--- src/rtl/img_readout_formatter_pkg.sv ---
// Shared definitions for the image readout formatter: state encodings,
// the Fletcher-32 modulus and frame-length helpers.
package img_readout_formatter_pkg;

    localparam logic [1:0] ST_IDLE    = 2'd0;
    localparam logic [1:0] ST_HEADER  = 2'd1;
    localparam logic [1:0] ST_PIXELS  = 2'd2;
    localparam logic [1:0] ST_TRAILER = 2'd3;

    localparam logic [16:0] FLETCHER_MOD = 17'd65535;

    // Emitted words per frame; trailer adds 2 words when the checksum is built in.
    function automatic int unsigned frame_words_full(input int unsigned width,
                                                     input int unsigned height,
                                                     input int unsigned hdr_words,
                                                     input bit          cks_en);
        return hdr_words + width * height + (cks_en ? 2 : 0);
    endfunction

    function automatic int unsigned frame_words_thumb(input int unsigned width,
                                                      input int unsigned height,
                                                      input int unsigned div,
                                                      input int unsigned hdr_words,
                                                      input bit          cks_en);
        return hdr_words + (width / div) * (height / div) + (cks_en ? 2 : 0);
    endfunction

endpackage

--- src/rtl/img_readout_formatter_fletcher32.sv ---
// img_fletcher32: running Fletcher-32 accumulator, sum = {B, A}; clear beats en.
module img_fletcher32
    import img_readout_formatter_pkg::*;
(
    input  logic        clk,
    input  logic        rst_,
    input  logic        clear,
    input  logic        en,
    input  logic [15:0] din,
    output logic [31:0] sum
);

    logic [15:0] a_q, a_d;
    logic [15:0] b_q, b_d;
    logic [16:0] a_sum;
    logic [16:0] b_sum;

    always_comb begin
        a_sum = {1'b0, a_q} + {1'b0, din};
        if (a_sum >= FLETCHER_MOD) begin
            a_sum = a_sum - FLETCHER_MOD;
        end
        // B accumulates the already-updated A
        b_sum = {1'b0, b_q} + a_sum;
        if (b_sum >= FLETCHER_MOD) begin
            b_sum = b_sum - FLETCHER_MOD;
        end

        a_d = a_q;
        b_d = b_q;
        if (clear) begin
            a_d = '0;
            b_d = '0;
        end else if (en) begin
            a_d = a_sum[15:0];
            b_d = b_sum[15:0];
        end
    end

    always_ff @(posedge clk or negedge rst_) begin
        if (!rst_) begin
            a_q <= '0;
            b_q <= '0;
        end else begin
            a_q <= a_d;
            b_q <= b_d;
        end
    end

    assign sum = {b_q, a_q};

endmodule

--- src/rtl/img_readout_formatter.sv ---
// img_readout_formatter: frames the image-RAM readout stream as header, pixels and trailer.
// Define IMG_READOUT_FORMATTER_CHECKSUM_EN to build the Fletcher-32 trailer (B then A).
module img_readout_formatter
    import img_readout_formatter_pkg::*;
#(
    parameter int ImgWidth        = 2304,
    parameter int ImgHeight       = 1296,
    parameter int ThumbDiv        = 8,
    parameter int HeaderWordCount = 8
) (
    input  logic                          clk,
    input  logic                          rst_,
    input  logic                          start,
    input  logic [HeaderWordCount*16-1:0] header,
    input  logic                          thumb,
    input  logic                          src_ready,
    output logic                          src_trigger,
    input  logic [15:0]                   src_data,
    output logic                          out_ready,
    input  logic                          out_trigger,
    output logic [15:0]                   out_data,
    output logic                          done
);

    localparam int HDR_W = HeaderWordCount * 16;
    localparam int XW    = (ImgWidth > 1) ? $clog2(ImgWidth) : 1;
    localparam int YW    = (ImgHeight > 1) ? $clog2(ImgHeight) : 1;
    localparam int WW    = (HeaderWordCount > 2) ? $clog2(HeaderWordCount) : 1;

    localparam logic [XW-1:0] X_LAST   = XW'(ImgWidth - 1);
    localparam logic [YW-1:0] Y_LAST   = YW'(ImgHeight - 1);
    localparam logic [XW-1:0] X_MASK   = XW'(ThumbDiv - 1);
    localparam logic [YW-1:0] Y_MASK   = YW'(ThumbDiv - 1);
    localparam logic [WW-1:0] HDR_LAST = WW'(HeaderWordCount - 1);

    logic [1:0]       state_q, state_d;
    logic             start_q;
    logic [HDR_W-1:0] header_q, header_d;
    logic             thumb_q, thumb_d;
    logic [XW-1:0]    x_q, x_d;
    logic [YW-1:0]    y_q, y_d;
    logic [WW-1:0]    wcnt_q, wcnt_d;
    logic             drain_q, drain_d;
    logic             valid_q, valid_d;
    logic [15:0]      data_q, data_d;
    logic             done_q, done_d;

    logic start_edge;
    logic load_ok;
    logic keep;
    logic frame_end;

    assign start_edge = start ^ start_q;
    assign load_ok    = !valid_q || out_trigger;
    assign keep       = !thumb_q || (((x_q & X_MASK) == '0) && ((y_q & Y_MASK) == '0));
    assign frame_end  = (x_q == X_LAST) && (y_q == Y_LAST);

    assign src_trigger = (state_q == ST_PIXELS) && !drain_q && src_ready
                         && (!keep || load_ok);

`ifdef IMG_READOUT_FORMATTER_CHECKSUM_EN
    logic        cks_en;
    logic [31:0] cks_sum;

    // Header and kept pixel words are accumulated as they enter the output register
    assign cks_en = !start_edge && !drain_q
                    && (((state_q == ST_HEADER) && load_ok)
                        || ((state_q == ST_PIXELS) && src_trigger && keep));

    img_fletcher32 u_fletcher (
        .clk   (clk),
        .rst_  (rst_),
        .clear (start_edge),
        .en    (cks_en),
        .din   (data_d),
        .sum   (cks_sum)
    );
`endif

    always_comb begin
        state_d  = state_q;
        header_d = header_q;
        thumb_d  = thumb_q;
        x_d      = x_q;
        y_d      = y_q;
        wcnt_d   = wcnt_q;
        drain_d  = drain_q;
        valid_d  = valid_q;
        data_d   = data_q;
        done_d   = done_q;

        if (valid_q && out_trigger) begin
            valid_d = 1'b0;
        end

        if (start_edge) begin
            state_d  = ST_HEADER;
            header_d = header;
            thumb_d  = thumb;
            x_d      = '0;
            y_d      = '0;
            wcnt_d   = '0;
            drain_d  = 1'b0;
            valid_d  = 1'b0;
        end else if (drain_q) begin
            // Final word sits in the output register; finish once it is taken
            if (load_ok) begin
                done_d  = !done_q;
                valid_d = 1'b0;
                drain_d = 1'b0;
                state_d = ST_IDLE;
            end
        end else begin
            case (state_q)
                ST_HEADER: begin
                    if (load_ok) begin
                        valid_d  = 1'b1;
                        data_d   = header_q[HDR_W-1 -: 16];
                        header_d = header_q << 16;
                        wcnt_d   = wcnt_q + WW'(1);
                        if (wcnt_q == HDR_LAST) begin
                            wcnt_d  = '0;
                            state_d = ST_PIXELS;
                        end
                    end
                end
                ST_PIXELS: begin
                    if (src_trigger) begin
                        if (keep) begin
                            valid_d = 1'b1;
                            data_d  = src_data;
                        end
                        if (x_q == X_LAST) begin
                            x_d = '0;
                            y_d = y_q + YW'(1);
                        end else begin
                            x_d = x_q + XW'(1);
                        end
                        if (frame_end) begin
`ifdef IMG_READOUT_FORMATTER_CHECKSUM_EN
                            state_d = ST_TRAILER;
`else
                            drain_d = 1'b1;
`endif
                        end
                    end
                end
`ifdef IMG_READOUT_FORMATTER_CHECKSUM_EN
                ST_TRAILER: begin
                    if (load_ok) begin
                        valid_d = 1'b1;
                        data_d  = (wcnt_q == '0) ? cks_sum[31:16] : cks_sum[15:0];
                        wcnt_d  = wcnt_q + WW'(1);
                        if (wcnt_q != '0) begin
                            drain_d = 1'b1;
                        end
                    end
                end
`endif
                default: ;
            endcase
        end
    end

    always_ff @(posedge clk or negedge rst_) begin
        if (!rst_) begin
            state_q  <= ST_IDLE;
            start_q  <= 1'b0;
            header_q <= '0;
            thumb_q  <= 1'b0;
            x_q      <= '0;
            y_q      <= '0;
            wcnt_q   <= '0;
            drain_q  <= 1'b0;
            valid_q  <= 1'b0;
            data_q   <= '0;
            done_q   <= 1'b0;
        end else begin
            state_q  <= state_d;
            start_q  <= start;
            header_q <= header_d;
            thumb_q  <= thumb_d;
            x_q      <= x_d;
            y_q      <= y_d;
            wcnt_q   <= wcnt_d;
            drain_q  <= drain_d;
            valid_q  <= valid_d;
            data_q   <= data_d;
            done_q   <= done_d;
        end
    end

    assign out_ready = valid_q;
    assign out_data  = data_q;
    assign done      = done_q;

endmodule

--- config.mk ---
export PLATFORM = sky130hd
export DESIGN_NAME = img_readout_formatter
export DESIGN_NICKNAME = d
export VERILOG_FILES = /design/src/rtl/img_readout_formatter_pkg.sv /design/src/rtl/img_readout_formatter_fletcher32.sv /design/src/rtl/img_readout_formatter.sv
export SDC_FILE = /design/constraint.sdc
export NUM_CORES = 1
export LEC_CHECK = 0
export ABC_CLOCK_PERIOD_IN_PS = 2000
export BUFFER_PORTS_ARGS = -buffer_cell sky130_fd_sc_hd__buf_2
export CORE_MARGIN = 2
export CORE_UTILIZATION = 50
export CTS_BUF_LIST = sky130_fd_sc_hd__clkbuf_8
export DETAILED_ROUTE_END_ITERATION = 8
export GPL_TIMING_DRIVEN = 1
export PLACE_DENSITY = 0.87
export SLEW_MARGIN = 20
export SYNTH_ARGS = -nofsm -noshare
export SYNTH_HDL_FRONTEND = slang
export SYNTH_SLANG_ARGS = --single-unit
--- constraint.sdc ---
create_clock -name clk -period 2 [get_ports clk]
set_input_delay 0.3 -clock clk [delete_from_list [all_inputs] [get_ports clk]]
set_output_delay 0.3 -clock clk [all_outputs]
set_load 0.005 [all_outputs]
Yosys cells after proc, flatten, opt, wreduce, memory -nomap -nowiden
Cells that the tools add are included.
{"block": "totals", "memories": 0, "ff_bits": 177, "elab_cells": 99, "in_bits": 150, "romBits": 0, "latch_bits": 0, "ramBits": 0}
{"block": "op_classes", "n_mux": 43, "reduce_logical": 30, "div_mod_pow": 0, "n_shift": 0, "n_eq_ne": 9, "mul": 0, "n_addsub": 3, "magnitude_cmp": 0, "n_bitwise": 3}
{"op": "2-to-1 mux 128 bit", "n": 4}
{"op": "2-to-1 mux 12 bit", "n": 5}
{"op": "2-to-1 mux 11 bit", "n": 5}
{"op": "2-to-1 mux 16 bit", "n": 3}
{"op": "one-hot mux 16 bit (2 select lines)", "n": 1}
{"op": "2-to-1 mux 3 bit", "n": 5}
{"op": "2-to-1 mux 1 bit", "n": 13}
{"op": "adder 12 x 1 -> 12 bit (second input constant)", "n": 1}
{"op": "== test 12 bit (second input constant)", "n": 1}
{"op": "zero test 12 bit", "n": 1}
{"op": "2-to-1 mux 2 bit", "n": 6}
{"op": "AND reduction 3 bit", "n": 4}
{"op": "nonzero test 2 bit", "n": 6}
{"op": "adder 11 x 1 -> 11 bit (second input constant)", "n": 1}
{"op": "== test 11 bit (second input constant)", "n": 1}
{"op": "zero test 11 bit", "n": 1}
{"op": "logical AND 1 bit", "n": 6}
{"op": "inequality test 2 bit (second input constant)", "n": 3}
{"op": "AND reduction 6 bit", "n": 1}
{"op": "nonzero test 3 bit", "n": 2}
{"op": "zero test 1 bit", "n": 5}
{"op": "AND reduction 4 bit", "n": 1}
{"op": "adder 3 x 1 -> 3 bit (second input constant)", "n": 1}
{"op": "== test 3 bit (second input constant)", "n": 1}
{"op": "7 further kinds", "n": 10}

Depth between registers and ports, before layout
{"block": "depth", "depth_word": 10, "mapped_depth": 9, "ltp_nobuf": 7}

Worst setup path before layout
OpenSTA, ideal clock, no wires.
{"block": "synth_path", "kind": "register to register", "start": "register state_q[1]", "end": "register data_q[10], in the netlist out_data[10]", "path_stages_with_launch": 7, "path_buffers": 1, "slack_ns": -0.132, "setup_time_ns": 0.125, "synth_period_minus_slack_ns": 2.132, "required_time_ns": 1.875, "arrival_ns": 2.006, "cell_sequence": "dfrtp_1 > inv_1 > ha_1 > or2b_2 > a2111oi_4 > buf_8 > mux2_4"}
{"block": "synth_via", "elab_chain_cells": 6}
{"item": "start, declared", "line": "img_readout_formatter.sv:36", "rtl": "logic [1:0] state_q, state_d;"}
{"item": "start signal, assigned", "line": "img_readout_formatter.sv:179", "rtl": "state_q <= state_d;"}
{"item": "== test 2 bit", "line": "img_readout_formatter.sv:58, img_readout_formatter.sv:114"}
{"item": "logical AND 1 bit (2 in a row)", "line": "img_readout_formatter.sv:58", "rtl": "assign src_trigger = (state_q == ST_PIXELS) && !drain_q && src_ready"}
{"item": "logical AND 1 bit", "line": "img_readout_formatter.sv:59", "rtl": "&& (!keep || load_ok);"}
{"item": "inequality test 2 bit (no line)"}
{"item": "AND reduction 6 bit (no line)"}
{"item": "end signal, assigned", "line": "img_readout_formatter.sv:188", "rtl": "data_q <= data_d;"}
{"item": "end, declared", "line": "img_readout_formatter.sv:45", "rtl": "logic [15:0] data_q, data_d;"}
Several ways; a longest one is shown, not always the timed one.
A chain may end at the register's enable or synchronous reset.

Worst setup path in the final report
{"block": "layout_path", "start": "register x_q[1]", "end": "register data_q[6], in the netlist out_data[6]"}
{"block": "layout_via", "elab_chain_cells": 8}
{"item": "start, declared", "line": "img_readout_formatter.sv:40", "rtl": "logic [XW-1:0] x_q, x_d;"}
{"item": "start signal, assigned", "line": "img_readout_formatter.sv:171", "rtl": "x_q <= '0;"}
{"item": "start signal, assigned", "line": "img_readout_formatter.sv:183", "rtl": "x_q <= x_d;"}
{"item": "zero test 12 bit *", "line": "img_readout_formatter.sv:55", "rtl": "assign keep = !thumb_q || (((x_q & X_MASK) == '0) && ((y_q & Y_MASK) == '0));"}
{"item": "logical AND 1 bit *", "line": "img_readout_formatter.sv:55"}
{"item": "logical OR 1 bit *", "line": "img_readout_formatter.sv:55"}
{"item": "zero test 1 bit", "line": "img_readout_formatter.sv:59"}
{"item": "logical OR 1 bit", "line": "img_readout_formatter.sv:59"}
{"item": "logical AND 1 bit", "line": "img_readout_formatter.sv:59"}
{"item": "inequality test 2 bit (no line)"}
{"item": "AND reduction 6 bit (no line) *"}
Every way passes the cells marked *; elsewhere a longest branch is shown, timed or not.

==> results.md <==
- Syn Area/Cell: 8.958 µm²
- Chip Height: 133.5 µm
- Power share of the clock group: 27.2%
- Hold worst-path end: header_q[6]$_DFFE_PN0P_
- Largest net degree at the start of global routing: 83
- Vias: 7601
- Period minus WS final: 2279 ps
- Synth Warn #: 0
- CP arrival: 2630 ps
- HP Start: header[6]
- Non-filler cells, final: 1351
- Per-cell routed wire length: 16.90 µm
- Max Clock Skew: 11.70 ps
- DP Worst Slack: -140.4 ps
- Crit path largest cell delay: 410 ps
- CP delay by family, top: buffers and inverters
- Max IR drop VDD: 0.4545 mV
- H-tree levels: 4
- Setup ws final: -279.2 ps
- CP bufs+invs: 4
- Final setup vio count: 27
- Max-slew violation count: 0
- Detailed Route Iter0 Violations: 527
- CTS Buf Count: 17
- Post-route setup TNS: -5385 ps
- Reg2Reg Setup Slack: -280 ps
- Vias in the first global route: 7181
- Nets: 1276
- Critical-path top delay cell: dfrtp_1
- Endpoints failing hold: 0
- Post-Route WL: 22840 µm
- Crit-path cells: inv_2 -> ha_4 -> and4bb_2 -> buf_6 -> o211ai_4 -> a2111oi_4 -> buf_4 -> clkbuf_16 -> mux2_4
- Reg2Reg Launch Point: x_q[1]$_DFFE_PN0P_
- Layout cell share with drive strength beyond 1: 30.50%
- Leak: 4.914 nW
- Commonest non-fill, non-tap cell in the layout: nand2_1
- # diodes: 0
- # clock sinks: 177
- Sequential group share of total power: 51.7%
- Relative slew margins: 67.57%
- DRC Markers: 0
- Routability cong.: 0.8285
- Hold slack final: 30.43 ps
- Maxcap violations: 0
- Final worst path period share: 114.0%
- Hold Crit Depth: 3
- Area Overhead vs Synth: 27.17%
- Total GRT Usage: 24.88%
- TritonCTS clock tree: done
- Post-synth top area share: 52.83%
- Die area: 17820 µm²
- CP startpoint kind: flop
- RSZ-0062 raised after global routing: yes
- Clk slew on worst S/H paths: 100 ps
- Synth top area cells: dfrtp_1 53%, nand2_1 12%, a31oi_1 8.5%
- Clk Tree Root Cell: clkbuf_8
- Max clock buf depth: 2
- CP required: 2350 ps
- Fmax: 438.7 MHz
- Initial Utilization: 50.92%
- Fillers: 1264
- R2R depth: 9
- Via/cell ratio: 5.626
- Grt total ovfl: 0
- CP max FO: 8
- Cell-internal power: 0.005948 W
- Comb pwr share: 21.0%
- Crit path launch: x_q[1]$_DFFE_PN0P_
- Skew-Pair Late Insertion Delay: 470 ps
- Mapped Cells: 936
- Post-synth EDFFs: 0
- Violated checks: negative setup slack
- Commonest cells after routing, fill and taps aside: 274 x nand2_1, 177 x dfrtp_1, 166 x buf_2, 119 x nor2_1, 114 x a31oi_1
- Worst slew pin tran: 486.5 ps
- Port bufs: 168
- TritonRoute pass-1 iters: 5
- Mapped cell area: 8384 µm²
- Yosys reg bits: 177
- First-pass GRT wire length: 35360 µm
- Status: finished, violations left
- Placed cells: 1295
- R2r endpoint: out_data[6]$_DFFE_PN0P_
- Post-DP HPWL: 14860 µm
- Antenna violations before repair: 1
- Synthesized Nets: 1094
- Die X: 133.5 µm
- P_sw: 0.002700 W
- Crit Path Class: reg -> reg
- Post-synth top flop: dfrtp_1
- Total core area: 16470 µm²
- Seq/Total Area, Yosys: 52.83%
- Pwr dens: 811.1 nW/µm²
- Synth area leader: dfrtp_1
- Crit. End Element: flop
- Hold Path Class: in -> reg
- I/O pin count: 169
- Async SR Flop Fraction: 100.0%
- Post-synth cell types: 60
- Antenna Nets Post-Route: 0
- Cell Rows: 47
- Sw Ratio: 31.22%
[state kept, by name, summed over array words and instances, names as in the netlist]
name       count
out_ready      1
x_q           12
thumb_q        1
done           1
state_q        2
wcnt_q         3
drain_q        1
y_q           11
start_q        1
header_q     128
out_data      16
[tightest hold or removal path, stage by stage]
cell and delay (ps):
buf_2 70, nand2_1 40, o21ai_0 60
[logic make-up (layout without fill, tap and decap cells)]
logic type,count (synthesis),in the layout,share of synthesized area [%]
AOI/OAI and AO/OA,183,183,14.22
xor gates and xnor gates,5,5,0.5223
adders and majority gates,8,8,1.194
buffers and inverters,80,274,4.148
DFF,177,177,52.83
muxes,33,33,4.865
and+or+nand+nor,450,451,22.22
[what timing repair did]
| item | in CTS | in global routing |
|---|---|---|
| hold buffers | 1 | 0 |
| cloned | 1 | 3 |
| endpoints found under the setup margin | 38 | 124 |
| buffers inserted | 8 | 11 |
| pin swaps | 7 | 26 |
| gates resized for setup | 35 | 47 |
| endpoints found under the hold margin | 53 | 0 |
[Yosys cell counts (2+ instances only)]
cell type and count:
mux2_2 22, ha_1 8, o31ai_1 4, clkbuf_1 53
a31oi_1 114, xnor2_1 4, o311ai_0 2, nand3b_1 2
buf_1 3, inv_1 10, mux2_4 10, and4_1 2
buf_6 3, o41ai_1 3, buf_2 7, nor2_1 120
nor3b_1 2, nor2b_1 2, a21oi_1 18, or4_1 4
and3_1 4, nand2b_1 6, nand4_1 4, nand2_1 276
dfrtp_1 177, nor3_1 3, o21ai_0 27, nand3_1 10
or3_1 5
[final cells by class]
class | instances | area (µm²) | share of cell area (%)
clock inverter | 12 | 101.3 | 0.9505
sequential | 177 | 4429 | 41.54
clock buffer | 20 | 275.3 | 2.582
tap | 220 | 275.3 | 2.582
multi-input combinational | 680 | 3940 | 36.95
inverter | 11 | 46.29 | 0.4342
timing repair buffer | 231 | 1595 | 14.96
[power by group through the flow]
| stage | clock, W | combinational [W] | sequential [W] |
|---|---|---|---|
| 3_3_place_gp | 0 | 0.00169 | 0.00451 |
| 5_1_grt | 0.00255 | 0.00203 | 0.00453 |
| 3_5_place_dp | 0 | 0.00174 | 0.00453 |
| 6_report | 0.00236 | 0.00182 | 0.00447 |
| 4_1_cts | 0.00239 | 0.00181 | 0.00447 |
| 2_1_floorplan | 0 | 0.00106 | 0.00443 |
[stage by stage]
step	total power, W	area (µm²)	utilization (%)
after floorplan	0.005496	8384	-
after global placement	0.006204	9689	58.85
after detailed placement	0.006276	9689	58.85
after CTS	0.008671	10310	62.62
after global routing	0.009110	10660	64.76
final	0.008648	10660	64.76
[worst max-delay path by stage]
stage	cells after the start	slack [ps]	end
detailed placement	7	-140	y_q[6]$_DFFE_PN0P_
global placement	7	-50	out_data[2]$_DFFE_PN0P_
finish	9	-280	out_data[6]$_DFFE_PN0P_
floorplan	7	-120	out_data[10]$_DFFE_PN0P_
CTS	7	-190	src_trigger
global route	9	-330	out_data[11]$_DFFE_PN0P_
[layer usage]
layer	GRT usage, %	part of all wire [%]	vias up
li1	-	-	3568
met1	33.69	43	3693
met2	40.26	49	294
met3	5.099	5.6	44
met4	8.511	2.5	2
met5	0	0.070	-
No activity file was read; power rests on OpenSTA's default activity.
